`src/rtl/cpu_pkg.sv`:
```
// cpu_pkg: shared widths, control-bundle layout and decode record for the ID/EX stage.
package cpu_pkg;
  localparam int DATA_W = 32;
  localparam int ADDR_W = 5;
  localparam int CTRL_W = 8;
  localparam logic [2:0] ALU_OP_ADD = 3'd0;
  localparam logic [2:0] ALU_OP_SUB = 3'd1;
  localparam logic [2:0] ALU_OP_AND = 3'd2;
  localparam logic [2:0] ALU_OP_OR  = 3'd3;
  localparam logic [2:0] ALU_OP_SLT = 3'd4;
  localparam int CTRL_REG_WRITE = 7;
  localparam int CTRL_MEM_READ  = 6;
  localparam int CTRL_MEM_WRITE = 5;
  localparam int CTRL_ALU_SRC   = 4;
  localparam int CTRL_REG_DST   = 3;
  typedef logic [DATA_W-1:0] word_t;
  typedef logic [ADDR_W-1:0] reg_t;
  typedef struct packed {
    logic       reg_write;
    logic       mem_read;
    logic       mem_write;
    logic       alu_src;
    logic       reg_dst;
    logic [2:0] alu_op;
  } ctrl_t;
  typedef struct packed {
    logic  valid;
    reg_t  rs;
    reg_t  rt;
    reg_t  rd;
    word_t imm;
    ctrl_t ctrl;
  } dec_t;
endpackage

```
`src/rtl/id_ex_stage_if.sv`:
```
// id_ex_stage_if: decode, register-file, write-back and execute-side signals of the ID/EX stage.
interface id_ex_stage_if;
  import cpu_pkg::*;
  logic  in_valid;
  reg_t  in_rs, in_rt, in_rd;
  word_t in_imm;
  ctrl_t in_ctrl;
  logic  stall, flush;
  reg_t  rf_addr1, rf_addr2;
  word_t rf_data1, rf_data2;
  logic  wb_we;
  reg_t  wb_addr;
  word_t wb_data;
  logic  ex_valid;
  word_t ex_a, ex_b, ex_imm;
  ctrl_t ex_ctrl;
  reg_t  ex_rs, ex_rt, ex_rd;
  modport slave (
    input  in_valid, in_rs, in_rt, in_rd, in_imm, in_ctrl, stall, flush,
    input  rf_data1, rf_data2, wb_we, wb_addr, wb_data,
    output rf_addr1, rf_addr2,
    output ex_valid, ex_a, ex_b, ex_imm, ex_ctrl, ex_rs, ex_rt, ex_rd
  );
  modport master (
    output in_valid, in_rs, in_rt, in_rd, in_imm, in_ctrl, stall, flush,
    output rf_data1, rf_data2, wb_we, wb_addr, wb_data,
    input  rf_addr1, rf_addr2,
    input  ex_valid, ex_a, ex_b, ex_imm, ex_ctrl, ex_rs, ex_rt, ex_rd
  );
endinterface

```
`src/rtl/operand_bypass.sv`:
```
// operand_bypass: catches a write landing on the same edge a source is read, and forces $0 to zero.
module operand_bypass
  import cpu_pkg::*;
(
  input  logic  clk,
  input  logic  rst_n,
  input  reg_t  addr,
  input  reg_t  src,
  input  logic  wb_we,
  input  reg_t  wb_addr,
  input  word_t wb_data,
  input  word_t rf_data,
  output word_t op
);
  logic  byp;
  word_t byp_data;
  logic  hit;
  assign hit = wb_we && wb_addr == addr && addr != '0;
  // Unmatched edges clear the flag: the re-read on that edge returns the committed value.
  always_ff @(posedge clk or negedge rst_n) begin
    if (!rst_n) begin
      byp      <= 1'b0;
      byp_data <= '0;
    end else begin
      byp <= hit;
      if (hit) byp_data <= wb_data;
    end
  end
  assign op = (src == '0) ? '0 : byp ? byp_data : rf_data;
endmodule

```
`src/rtl/id_ex_stage.sv`:
```
// id_ex_stage: shadow stage s0 waits out the register-file read latency, then
// the ID/EX register captures decode fields with bypass-corrected operands.
module id_ex_stage
  import cpu_pkg::*;
(
  input logic         clk,
  input logic         rst_n,
  id_ex_stage_if.slave bus
);
  dec_t  s0;
  word_t op1, op2;
  assign bus.rf_addr1 = bus.stall ? s0.rs : bus.in_rs;
  assign bus.rf_addr2 = bus.stall ? s0.rt : bus.in_rt;
  operand_bypass u_byp1 (
    .clk(clk), .rst_n(rst_n), .addr(bus.rf_addr1), .src(s0.rs),
    .wb_we(bus.wb_we), .wb_addr(bus.wb_addr), .wb_data(bus.wb_data),
    .rf_data(bus.rf_data1), .op(op1)
  );
  operand_bypass u_byp2 (
    .clk(clk), .rst_n(rst_n), .addr(bus.rf_addr2), .src(s0.rt),
    .wb_we(bus.wb_we), .wb_addr(bus.wb_addr), .wb_data(bus.wb_data),
    .rf_data(bus.rf_data2), .op(op2)
  );
  always_ff @(posedge clk or negedge rst_n) begin
    if (!rst_n) begin
      s0 <= '0;
    end else if (bus.flush) begin
      s0.valid <= 1'b0;
    end else if (!bus.stall) begin
      s0 <= '{valid: bus.in_valid, rs: bus.in_rs, rt: bus.in_rt, rd: bus.in_rd,
              imm: bus.in_imm, ctrl: bus.in_ctrl};
    end
  end
  always_ff @(posedge clk or negedge rst_n) begin
    if (!rst_n) begin
      bus.ex_valid <= 1'b0;
      bus.ex_a     <= '0;
      bus.ex_b     <= '0;
      bus.ex_imm   <= '0;
      bus.ex_ctrl  <= '0;
      bus.ex_rs    <= '0;
      bus.ex_rt    <= '0;
      bus.ex_rd    <= '0;
    end else if (bus.flush) begin
      bus.ex_valid <= 1'b0;
    end else if (!bus.stall) begin
      bus.ex_valid <= s0.valid;
      bus.ex_a     <= op1;
      bus.ex_b     <= op2;
      bus.ex_imm   <= s0.imm;
      bus.ex_ctrl  <= s0.ctrl;
      bus.ex_rs    <= s0.rs;
      bus.ex_rt    <= s0.rt;
      bus.ex_rd    <= s0.rd;
    end
  end
endmodule

```
`src/flat_wrapper.sv`:
```
// flat-port wrapper written by rule: the top's interface ports become plain ports
module id_ex_stage_flat import cpu_pkg::*;
  (clk, rst_n, bus_in_valid, bus_in_rs, bus_in_rt, bus_in_rd, bus_in_imm, bus_in_ctrl, bus_stall, bus_flush, bus_rf_data1, bus_rf_data2, bus_wb_we, bus_wb_addr, bus_wb_data, bus_rf_addr1, bus_rf_addr2, bus_ex_valid, bus_ex_a, bus_ex_b, bus_ex_imm, bus_ex_ctrl, bus_ex_rs, bus_ex_rt, bus_ex_rd);
  id_ex_stage_if bus_i ();
  input logic clk;
  input logic rst_n;
  input wire logic [$bits(bus_i.in_valid)-1:0] bus_in_valid;
  input wire logic [$bits(bus_i.in_rs)-1:0] bus_in_rs;
  input wire logic [$bits(bus_i.in_rt)-1:0] bus_in_rt;
  input wire logic [$bits(bus_i.in_rd)-1:0] bus_in_rd;
  input wire logic [$bits(bus_i.in_imm)-1:0] bus_in_imm;
  input wire logic [$bits(bus_i.in_ctrl)-1:0] bus_in_ctrl;
  input wire logic [$bits(bus_i.stall)-1:0] bus_stall;
  input wire logic [$bits(bus_i.flush)-1:0] bus_flush;
  input wire logic [$bits(bus_i.rf_data1)-1:0] bus_rf_data1;
  input wire logic [$bits(bus_i.rf_data2)-1:0] bus_rf_data2;
  input wire logic [$bits(bus_i.wb_we)-1:0] bus_wb_we;
  input wire logic [$bits(bus_i.wb_addr)-1:0] bus_wb_addr;
  input wire logic [$bits(bus_i.wb_data)-1:0] bus_wb_data;
  output wire logic [$bits(bus_i.rf_addr1)-1:0] bus_rf_addr1;
  output wire logic [$bits(bus_i.rf_addr2)-1:0] bus_rf_addr2;
  output wire logic [$bits(bus_i.ex_valid)-1:0] bus_ex_valid;
  output wire logic [$bits(bus_i.ex_a)-1:0] bus_ex_a;
  output wire logic [$bits(bus_i.ex_b)-1:0] bus_ex_b;
  output wire logic [$bits(bus_i.ex_imm)-1:0] bus_ex_imm;
  output wire logic [$bits(bus_i.ex_ctrl)-1:0] bus_ex_ctrl;
  output wire logic [$bits(bus_i.ex_rs)-1:0] bus_ex_rs;
  output wire logic [$bits(bus_i.ex_rt)-1:0] bus_ex_rt;
  output wire logic [$bits(bus_i.ex_rd)-1:0] bus_ex_rd;
  assign bus_i.in_valid = bus_in_valid;
  assign bus_i.in_rs = bus_in_rs;
  assign bus_i.in_rt = bus_in_rt;
  assign bus_i.in_rd = bus_in_rd;
  assign bus_i.in_imm = bus_in_imm;
  assign bus_i.in_ctrl = bus_in_ctrl;
  assign bus_i.stall = bus_stall;
  assign bus_i.flush = bus_flush;
  assign bus_i.rf_data1 = bus_rf_data1;
  assign bus_i.rf_data2 = bus_rf_data2;
  assign bus_i.wb_we = bus_wb_we;
  assign bus_i.wb_addr = bus_wb_addr;
  assign bus_i.wb_data = bus_wb_data;
  assign bus_rf_addr1 = bus_i.rf_addr1;
  assign bus_rf_addr2 = bus_i.rf_addr2;
  assign bus_ex_valid = bus_i.ex_valid;
  assign bus_ex_a = bus_i.ex_a;
  assign bus_ex_b = bus_i.ex_b;
  assign bus_ex_imm = bus_i.ex_imm;
  assign bus_ex_ctrl = bus_i.ex_ctrl;
  assign bus_ex_rs = bus_i.ex_rs;
  assign bus_ex_rt = bus_i.ex_rt;
  assign bus_ex_rd = bus_i.ex_rd;
  id_ex_stage u_core (.clk(clk), .rst_n(rst_n), .bus(bus_i));
endmodule
```
`config.mk`:
```
export PLATFORM = sky130hd
export DESIGN_NAME = id_ex_stage_flat
export DESIGN_NICKNAME = d
export VERILOG_FILES = /design/src/rtl/cpu_pkg.sv /design/src/rtl/id_ex_stage_if.sv /design/src/rtl/operand_bypass.sv /design/src/rtl/id_ex_stage.sv /design/src/flat_wrapper.sv
export SDC_FILE = /design/constraint.sdc
export NUM_CORES = 1
export LEC_CHECK = 0
export BUFFER_PORTS_ARGS = -buffer_cell sky130_fd_sc_hd__buf_2
export CORE_AREA = 2 2 152 154
export DETAILED_ROUTE_END_ITERATION = 10
export DIE_AREA = 0 0 154 156
export PLACE_DENSITY_LB_ADDON = 0.12
export SETUP_SLACK_MARGIN = 0.15
export SYNTH_ARGS = -nofsm -noshare
export SYNTH_HDL_FRONTEND = slang
export SYNTH_SLANG_ARGS = --single-unit
export TNS_END_PERCENT = 10
```
`constraint.sdc`:
```
create_clock -name clk -period 1.7 [get_ports clk]
set_input_delay 0.34 -clock clk [delete_from_list [all_inputs] [get_ports clk]]
set_output_delay 0.34 -clock clk [all_outputs]
set_load 0.005 [all_outputs]
```
==> impl_metrics.csv, run 1 <==
group,metric,value,unit
worst_hold_path,holdCritPathClass,"input pin to flop",
routing,num_vias,7573,
final_layout,syn_to_final_growth,35.2,%
floorplanning,core-area,0.0224,mm2
run_status,violations,"setup timing",
floorplanning,num_rows,55,
routing,drt_wl_total,25.3,mm
synth,synth-edff-count,0,
synth,yosysMostFrequentCell,"nand2_1",
sta,worst_slack,-0.219,ns
synth,seq_area_frac_synth,61.3,%
worst_setup_path,cp.required,2.10,ns
worst_setup_path,crit_chain,"mux2_4, xor2_1, nor3_2, nand4_4, buf_12, buf_12, mux2_4",
routing,drt-vias-per-instance,4.83,
clock_tree,htreeDepth,1,
synth,yosysWarnings,0,
worst_setup_path,reg2reg_from,"u_core.s0[45]$_DFFE_PN0P_",
clock_tree,clk_pin_slew_worst_paths,0.06,ns
floorplanning,io-pin-count,292,
synth,synth_common_cells,"nand2_1 (394), dfrtp_1 (242), mux2i_1 (66), o21ai_0 (66), mux2_2 (58)",
final_layout,design_area,0.0134,mm2
sta,min_period_over_period,113,%
worst_setup_path,r2r_cells,7,
pwr,pwr-share-seq,47.2,%
pwr,power_density,1240,mW/mm2
synth,synthArstFlopShare,100,%
global_routing,grt_pass1_wl,40.3,mm
clock_tree,numCtsBuffers,27,
clock_tree,clk_latency,0.51,ns
floorplanning,initial_utilization,44.2,%
pwr,cellInternalPower,12.3,mW
global_routing,grt_start_max_net_pins,55,
worst_setup_path,cpPeakStageDelay,0.38,ns
global_routing,grtUsageTotal,20.9,%
worst_setup_path,cp_max_fo,11,
synth,synth_area_leaders,"dfrtp_1 (61%), nand2_1 (15%), mux2i_1 (6.7%), mux2_2 (6.6%), o21ai_0 (3.3%)",
routing,ant_nets,0,
pwr,switchingPower,4.23,mW
clock_tree,root_buffer,"clkbuf_16",
worst_setup_path,crit_slowest_cell,"dfrtp_1",
floorplanning,dieHeight,156,um
pwr,ir_drop,0.700,mV
routing,first_iter_violations,292,
clock_tree,clk_path_buf_depth,3,
job,max_cap_viol_count,0,
final_layout,fill_cells,1909,
sta,fin_setup_tns,-8.18,ns
sta,worstMarginPinSlew,0.401,ns
worst_setup_path,crit_path_end_kind,"flop",
sta,slew_violations,0,
placed_design,place.gp.congestion,0.797,
worst_hold_path,hold-path-endpoint,"u_core.s0[34]$_DFFE_PN0P_",
pwr,switching_share,25.6,%
sta,fmax,521,MHz
clock_tree,clkSinkCount,242,
worst_setup_path,start_kind,"flop",
synth,synth_cell_types,18,
placed_design,numPortBuffers,291,
final_layout,multi_input_area,0.00363,mm2
final_layout,drive_above_1_share,37.0,%
final_layout,layout.nets,1422,
synth,syn_area,0.00988,mm2
synth,synth_top_area_share,61.3,%
sta,skew,0.00921,ns
sta,slew_headroom,73.0,%
routing,avgRoutedWirePerCell,16.1,um
worst_setup_path,worst_ep_arrival_time,2.32,ns
placed_design,placed_area,0.0121,mm2
pwr,pwr-share-comb,17.4,%
placed_design,dp_hpwl,17.8,mm
worst_hold_path,hold_depth,3,
final_layout,seq_area,0.00606,mm2
clock_tree,cts_tree,"yes",
global_routing,gr-total-overflow,0,
sta,finalHoldViolations,0,
floorplanning,die-area,0.0240,mm2
synth,synth_ff_type,"dfrtp_1",
routing,first_pass_iters,5,
pwr,power.share.clock,35.4,%
global_routing,grt_pass1_vias,7573,
sta,fin_crit,1.92,ns
synth,avgSynthCellArea,10.8,um2
sta,grt_setup_unrepaired,"true",
worst_setup_path,crit_type,"flop to flop",
floorplanning,die_x,154,um
worst_setup_path,rr_endpoint,"u_core.u_byp2.byp_data[8]$_DFFE_PN0P_",
global_routing,grt_antenna_before_repair,9,
synth,synth_top_area_cell,"dfrtp_1",
run_status,status,"complete, but fails checks",
synth,synth_cells,918,
worst_setup_path,cp_num_buf_inv,2,
worst_setup_path,r2r_slack,-0.22,ns
synth,ys_seq_elements,242,
worst_hold_path,min_from,"bus_in_imm[26]",
synth,syn_nets,1080,
worst_setup_path,cp_top_family,"multiplexers",
routing,post-route-drc-count,0,
pwr,leakage,7.06,nW
sta,setup_viol,78,
power by group through the flow:
stage	combinational [mW]	clock, mW	sequential [mW]
floorplan	1.47	0	7.73
global placement	2.70	0	7.87
detailed placement	2.77	0	7.90
CTS	2.88	5.99	7.82
global route	3.22	6.25	7.97
finish	2.87	5.86	7.81
logic make-up (layout without fill, tap and decap cells):
kind of cell           Yosys count  in the layout  share of synthesized area [%]
AO/OA/AOI/OAI                   66             66                           3.34
buffers and inverters           54            413                           2.58
other                            0              7                              0
flip-flops                     242            242                           61.3
XOR/XNOR                         8              8                          0.709
multiplexers                   142            142                           16.0
AND/OR/NAND/NOR                406            406                           16.0
flip-flops by register name, indices dropped and copies added, names as in the netlist:
register                count
u_core.u_byp1.byp_data     32
u_core.bus.ex_rt            5
u_core.bus.ex_rs            5
u_core.bus.ex_imm          32
u_core.bus.ex_valid         1
u_core.bus.ex_a            32
u_core.s0                  56
u_core.u_byp1.byp           1
u_core.bus.ex_b            32
u_core.bus.ex_rd            5
u_core.u_byp2.byp           1
u_core.bus.ex_ctrl          8
u_core.u_byp2.byp_data     32
repair_timing:
item                       CTS  global route
cloned                       1             0
setup endpoints to repair  139           140
resized for setup           23            50
hold buffers                20             1
pin swaps                    3             2
hold endpoints to repair    56             1
setup buffers                1             2
placed cells by master (no fill, tap or decap), drive strengths merged:
cell         instances
mux2i               66
buf                344
nor2                 4
nor3                 2
mux2                76
clkbuf              39
xnor2                2
or4                  2
diode                7
xor2                 6
or2                  1
inv                  3
dfrtp              242
o21ai               66
nor4                 1
nand2              394
nand4                2
bufinv               3
dlygate4sd3         21
clkinv               3
worst reg2reg max path, delay by kind of cell, from the launching register on:
kind                      cells  cell delay (ns)
DFF                           1             0.38
xor gates and xnor gates      1             0.16
and+or+nand+nor               2             0.38
muxes                         2             0.57
buffers and inverters         2             0.32
per-layer routing:
metal	wire [um]	global-route usage, %	up-vias	part of all wire [%]
met3	1910	5.64	45	7.6
met4	630	6.85	2	2.5
met1	10800	27.6	3622	43
met5	13	0	-	0.051
li1	-	-	3675	-
met2	12000	33.8	229	47
worst max-delay path by stage:
| stage | startpoint | end | slack (ns) | cells after the start |
|---|---|---|---|---|
| after floorplan | bus_stall | u_core.u_byp1.byp_data[22]$_DFFE_PN0P_ | -0.16 | 7 |
| after detailed placement | bus_stall | u_core.u_byp2.byp_data[0]$_DFFE_PN0P_ | -0.54 | 7 |
| final | u_core.s0[45]$_DFFE_PN0P_ | u_core.u_byp2.byp_data[8]$_DFFE_PN0P_ | -0.22 | 7 |
| after CTS | u_core.s0[45]$_DFFE_PN0P_ | u_core.u_byp2.byp_data[8]$_DFFE_PN0P_ | -0.21 | 7 |
| after global placement | bus_stall | u_core.u_byp2.byp_data[0]$_DFFE_PN0P_ | -0.54 | 7 |
| after global routing | u_core.s0[45]$_DFFE_PN0P_ | u_core.u_byp2.byp_data[4]$_DFFE_PN0P_ | -0.27 | 7 |
area by class of cell:
cell class,instances,area share [%]
Sequential cell,242,45.3
Timing Repair Buffer,365,18.0
Tap cell,285,2.67
Clock buffer,39,5.84
Antenna cell,7,0.131
Multi-Input combinational cell,622,27.1
Inverter,2,0.0562
Clock inverter,7,0.852
per-stage QoR:
stage / hold WS [ns] / utilization, % / cells / setup WS [ns] / power, mW
final: 0.0161 / 59.7 / 1569 / -0.219 / 16.5
after global placement: 0.267 / 54.0 / 1491 / -0.544 / 10.6
after detailed placement: 0.264 / 54.0 / 1491 / -0.544 / 10.7
after global routing: 0.00710 / 59.7 / 1566 / -0.273 / 17.4
after floorplan: 0.0444 / - / 918 / -0.165 / 9.20
after CTS: 0.000469 / 59.5 / 1559 / -0.214 / 16.7
Note: power is estimated with default switching activity, not from simulation.
==> run 2, diff against run 1 <==
--- a/config.mk
+++ b/config.mk
@@ -6,9 +6,9 @@
 export NUM_CORES = 1
 export LEC_CHECK = 0
 export BUFFER_PORTS_ARGS = -buffer_cell sky130_fd_sc_hd__buf_2
-export CORE_AREA = 2 2 152 154
+export CORE_AREA = 2 2 139 168
 export DETAILED_ROUTE_END_ITERATION = 10
-export DIE_AREA = 0 0 154 156
+export DIE_AREA = 0 0 141 170
 export PLACE_DENSITY_LB_ADDON = 0.12
 export SETUP_SLACK_MARGIN = 0.15
 export SYNTH_ARGS = -nofsm -noshare
==> run 2 against run 1 <==
The run still ends with setup timing left. Flip-flop and latch count unchanged. Die area shrank 0.22%. Clock skew decreased by 0.0022 ns. First-iteration DRC count is 8.2% higher. Highest routed layer is now met4.
==> impl_metrics.csv, run 2 (synthesized netlist as in run 1, its figures left out) <==
group,metric,value,unit
run_status,status,"complete, but fails checks",
run_status,violations,"setup timing",
sta,grt_setup_unrepaired,"true",
worst_hold_path,holdCritPathClass,"input pin to flop",
worst_hold_path,hold_depth,3,
final_layout,layout.nets,1394,
routing,avgRoutedWirePerCell,16.6,um
sta,skew,0.00702,ns
final_layout,layout_common_cells,"nand2_1 (394), buf_2 (283), dfrtp_1 (240)",
global_routing,grt_antenna_before_repair,2,
worst_setup_path,start_kind,"flop",
placed_design,place.gp.congestion,0.824,
floorplanning,num_rows,60,
floorplanning,io-pin-count,292,
worst_setup_path,cp.required,2.09,ns
final_layout,largest_reg_flops,56,
placed_design,placedCellCount,1479,
routing,first_pass_iters,5,
final_layout,fill_cells,1965,
sta,fin_setup_tns,-9.00,ns
placed_design,dp_hpwl,17.7,mm
worst_setup_path,crit_slowest_cell,"dfrtp_1",
placed_design,numPortBuffers,291,
worst_setup_path,worst_ep_arrival_time,2.28,ns
clock_tree,root_buffer,"clkbuf_16",
sta,fmax,528,MHz
worst_setup_path,r2r_slack,-0.19,ns
worst_hold_path,min_from,"bus_in_imm[21]",
pwr,power_density,1260,mW/mm2
routing,drt_wl_total,25.4,mm
worst_setup_path,cp_num_buf_inv,1,
worst_setup_path,r2r_cells,6,
sta,fin_crit,1.89,ns
floorplanning,core-area,0.0223,mm2
pwr,leakage,6.90,nW
final_layout,drive_above_1_share,37.1,%
global_routing,gr-total-overflow,0,
worst_setup_path,cp_max_fo,23,
placed_design,place_ws,-0.518,ns
pwr,switching_share,25.9,%
final_layout,regMostFlops,"u_core.s0",
clock_tree,clk_path_buf_depth,3,
floorplanning,dieHeight,170,um
worst_setup_path,crit_start,"u_core.s0[52]$_DFFE_PN0P_",
global_routing,grtUsageTotal,21.3,%
clock_tree,numCtsBuffers,25,
pwr,power.share.clock,34.7,%
sta,min_period_over_period,111,%
sta,finalHoldViolations,0,
routing,drt-vias-per-instance,4.85,
worst_hold_path,hold-path-endpoint,"u_core.s0[29]$_DFFE_PN0P_",
floorplanning,die-area,0.0240,mm2
worst_setup_path,crit_chain,"mux2_4, xor2_2, nor3_2, nand4_4, buf_12, mux2_4",
sta,worstMarginPinSlew,0.352,ns
global_routing,grt_pass1_wl,40.8,mm
pwr,p_total,16.3,mW
sta,slew_violations,0,
routing,ant_nets,0,
worst_setup_path,crit_type,"flop to flop",
final_layout,layout_commonest_cell,"nand2_1",
routing,first_iter_violations,316,
clock_tree,clk_latency,0.51,ns
floorplanning,die_x,141,um
final_layout,final_cells,1529,
final_layout,design_area,0.0130,mm2
worst_setup_path,timing.critical_path.mode_cell,"mux2_4",
final_layout,syn_to_final_growth,31.7,%
worst_setup_path,crit_path_end_kind,"flop",
pwr,ir_drop,0.725,mV
clock_tree,post_cts_buffers,0,
routing,num_vias,7423,
clock_tree,clkSinkCount,242,
placed_design,placed_area,0.0120,mm2
clock_tree,cts_tree,"yes",
floorplanning,initial_utilization,44.3,%
global_routing,grt_start_max_net_pins,69,
pwr,pwr-share-comb,17.4,%
worst_setup_path,reg2reg_from,"u_core.s0[52]$_DFFE_PN0P_",
job,max_cap_viol_count,0,
sta,worst_slack,-0.195,ns
clock_tree,clk_pin_slew_worst_paths,0.06,ns
worst_setup_path,cp_top_family,"multiplexers",
pwr,switchingPower,4.23,mW
worst_setup_path,rr_endpoint,"u_core.u_byp1.byp_data[22]$_DFFE_PN0P_",
clock_tree,htreeDepth,1,
pwr,cellInternalPower,12.1,mW
sta,slew_headroom,76.5,%
worst_setup_path,cpPeakStageDelay,0.40,ns
pwr,pwr-share-seq,47.9,%
global_routing,grt_pass1_vias,7829,
sta,setup_viol,65,
routing,post-route-drc-count,0,
## run 2: stage by stage
stage,utilization [%],hold slack [ns]
after CTS,58.2,0.000325
after detailed placement,53.8,0.204
final,58.4,0.0193
after global placement,53.8,0.205
after global routing,58.3,0.0103
after floorplan,-,0.0444
## run 2: area by class of cell
cell class                      instances  area, um2  share of cell area (%)
Multi-Input combinational cell        622       3650                    28.0
Clock inverter                          6        109                   0.837
Tap cell                              279        349                    2.68
Antenna cell                            2       5.00                  0.0385
Sequential cell                       242       6060                    46.6
Clock buffer                           37        741                    5.69
Timing Repair Buffer                  339       2100                    16.1
Inverter                                2       7.51                  0.0577
## run 2: what timing repair did
| action | 4_1_cts | 5_1_grt |
|---|---|---|
| pin swaps | 1 | 1 |
| hold buffers | 5 | 0 |
| endpoints found under the setup margin | 139 | 140 |
| endpoints found under the hold margin | 72 | 0 |
| gates resized for setup | 24 | 58 |
## run 2: power groups by stage
| stage | Combinational [mW] | Sequential, mW | Clock (mW) |
|---|---|---|---|
| after floorplan | 1.47 | 7.73 | 0 |
| after global placement | 2.70 | 7.90 | 0 |
| after detailed placement | 2.79 | 7.92 | 0 |
| after CTS | 2.86 | 7.82 | 5.82 |
| after global routing | 3.20 | 7.97 | 6.04 |
| final | 2.85 | 7.83 | 5.67 |
## run 2: worst max path at each step
stage                                                        end  slack [ns]  cells past startpoint
after floorplan           u_core.u_byp1.byp_data[22]$_DFFE_PN0P_       -0.16                      7
after global placement    u_core.u_byp1.byp_data[21]$_DFFE_PN0P_       -0.49                      7
after detailed placement  u_core.u_byp1.byp_data[21]$_DFFE_PN0P_       -0.52                      7
after CTS                 u_core.u_byp1.byp_data[26]$_DFFE_PN0P_       -0.21                      6
after global routing      u_core.u_byp1.byp_data[26]$_DFFE_PN0P_       -0.27                      6
final                     u_core.u_byp1.byp_data[22]$_DFFE_PN0P_       -0.19                      6
## run 2: worst reg2reg max path: cells and delay by family, from the launching register on
kind,cells,cell delay [ns]
muxes,2,0.60
and+or+nand+nor,2,0.42
DFF,1,0.40
buffers and inverters,1,0.21
xor gates and xnor gates,1,0.15
## run 2: metal layers
layer / vias to the layer above / track usage [%] / part of all wire [%]
li1: 3599 / - / -
met1: 3553 / 26.1 / 41
met2: 222 / 36.8 / 49
met3: 49 / 5.46 / 6.9
met4: 0 / 6.96 / 2.8
met5: - / 0 / 0
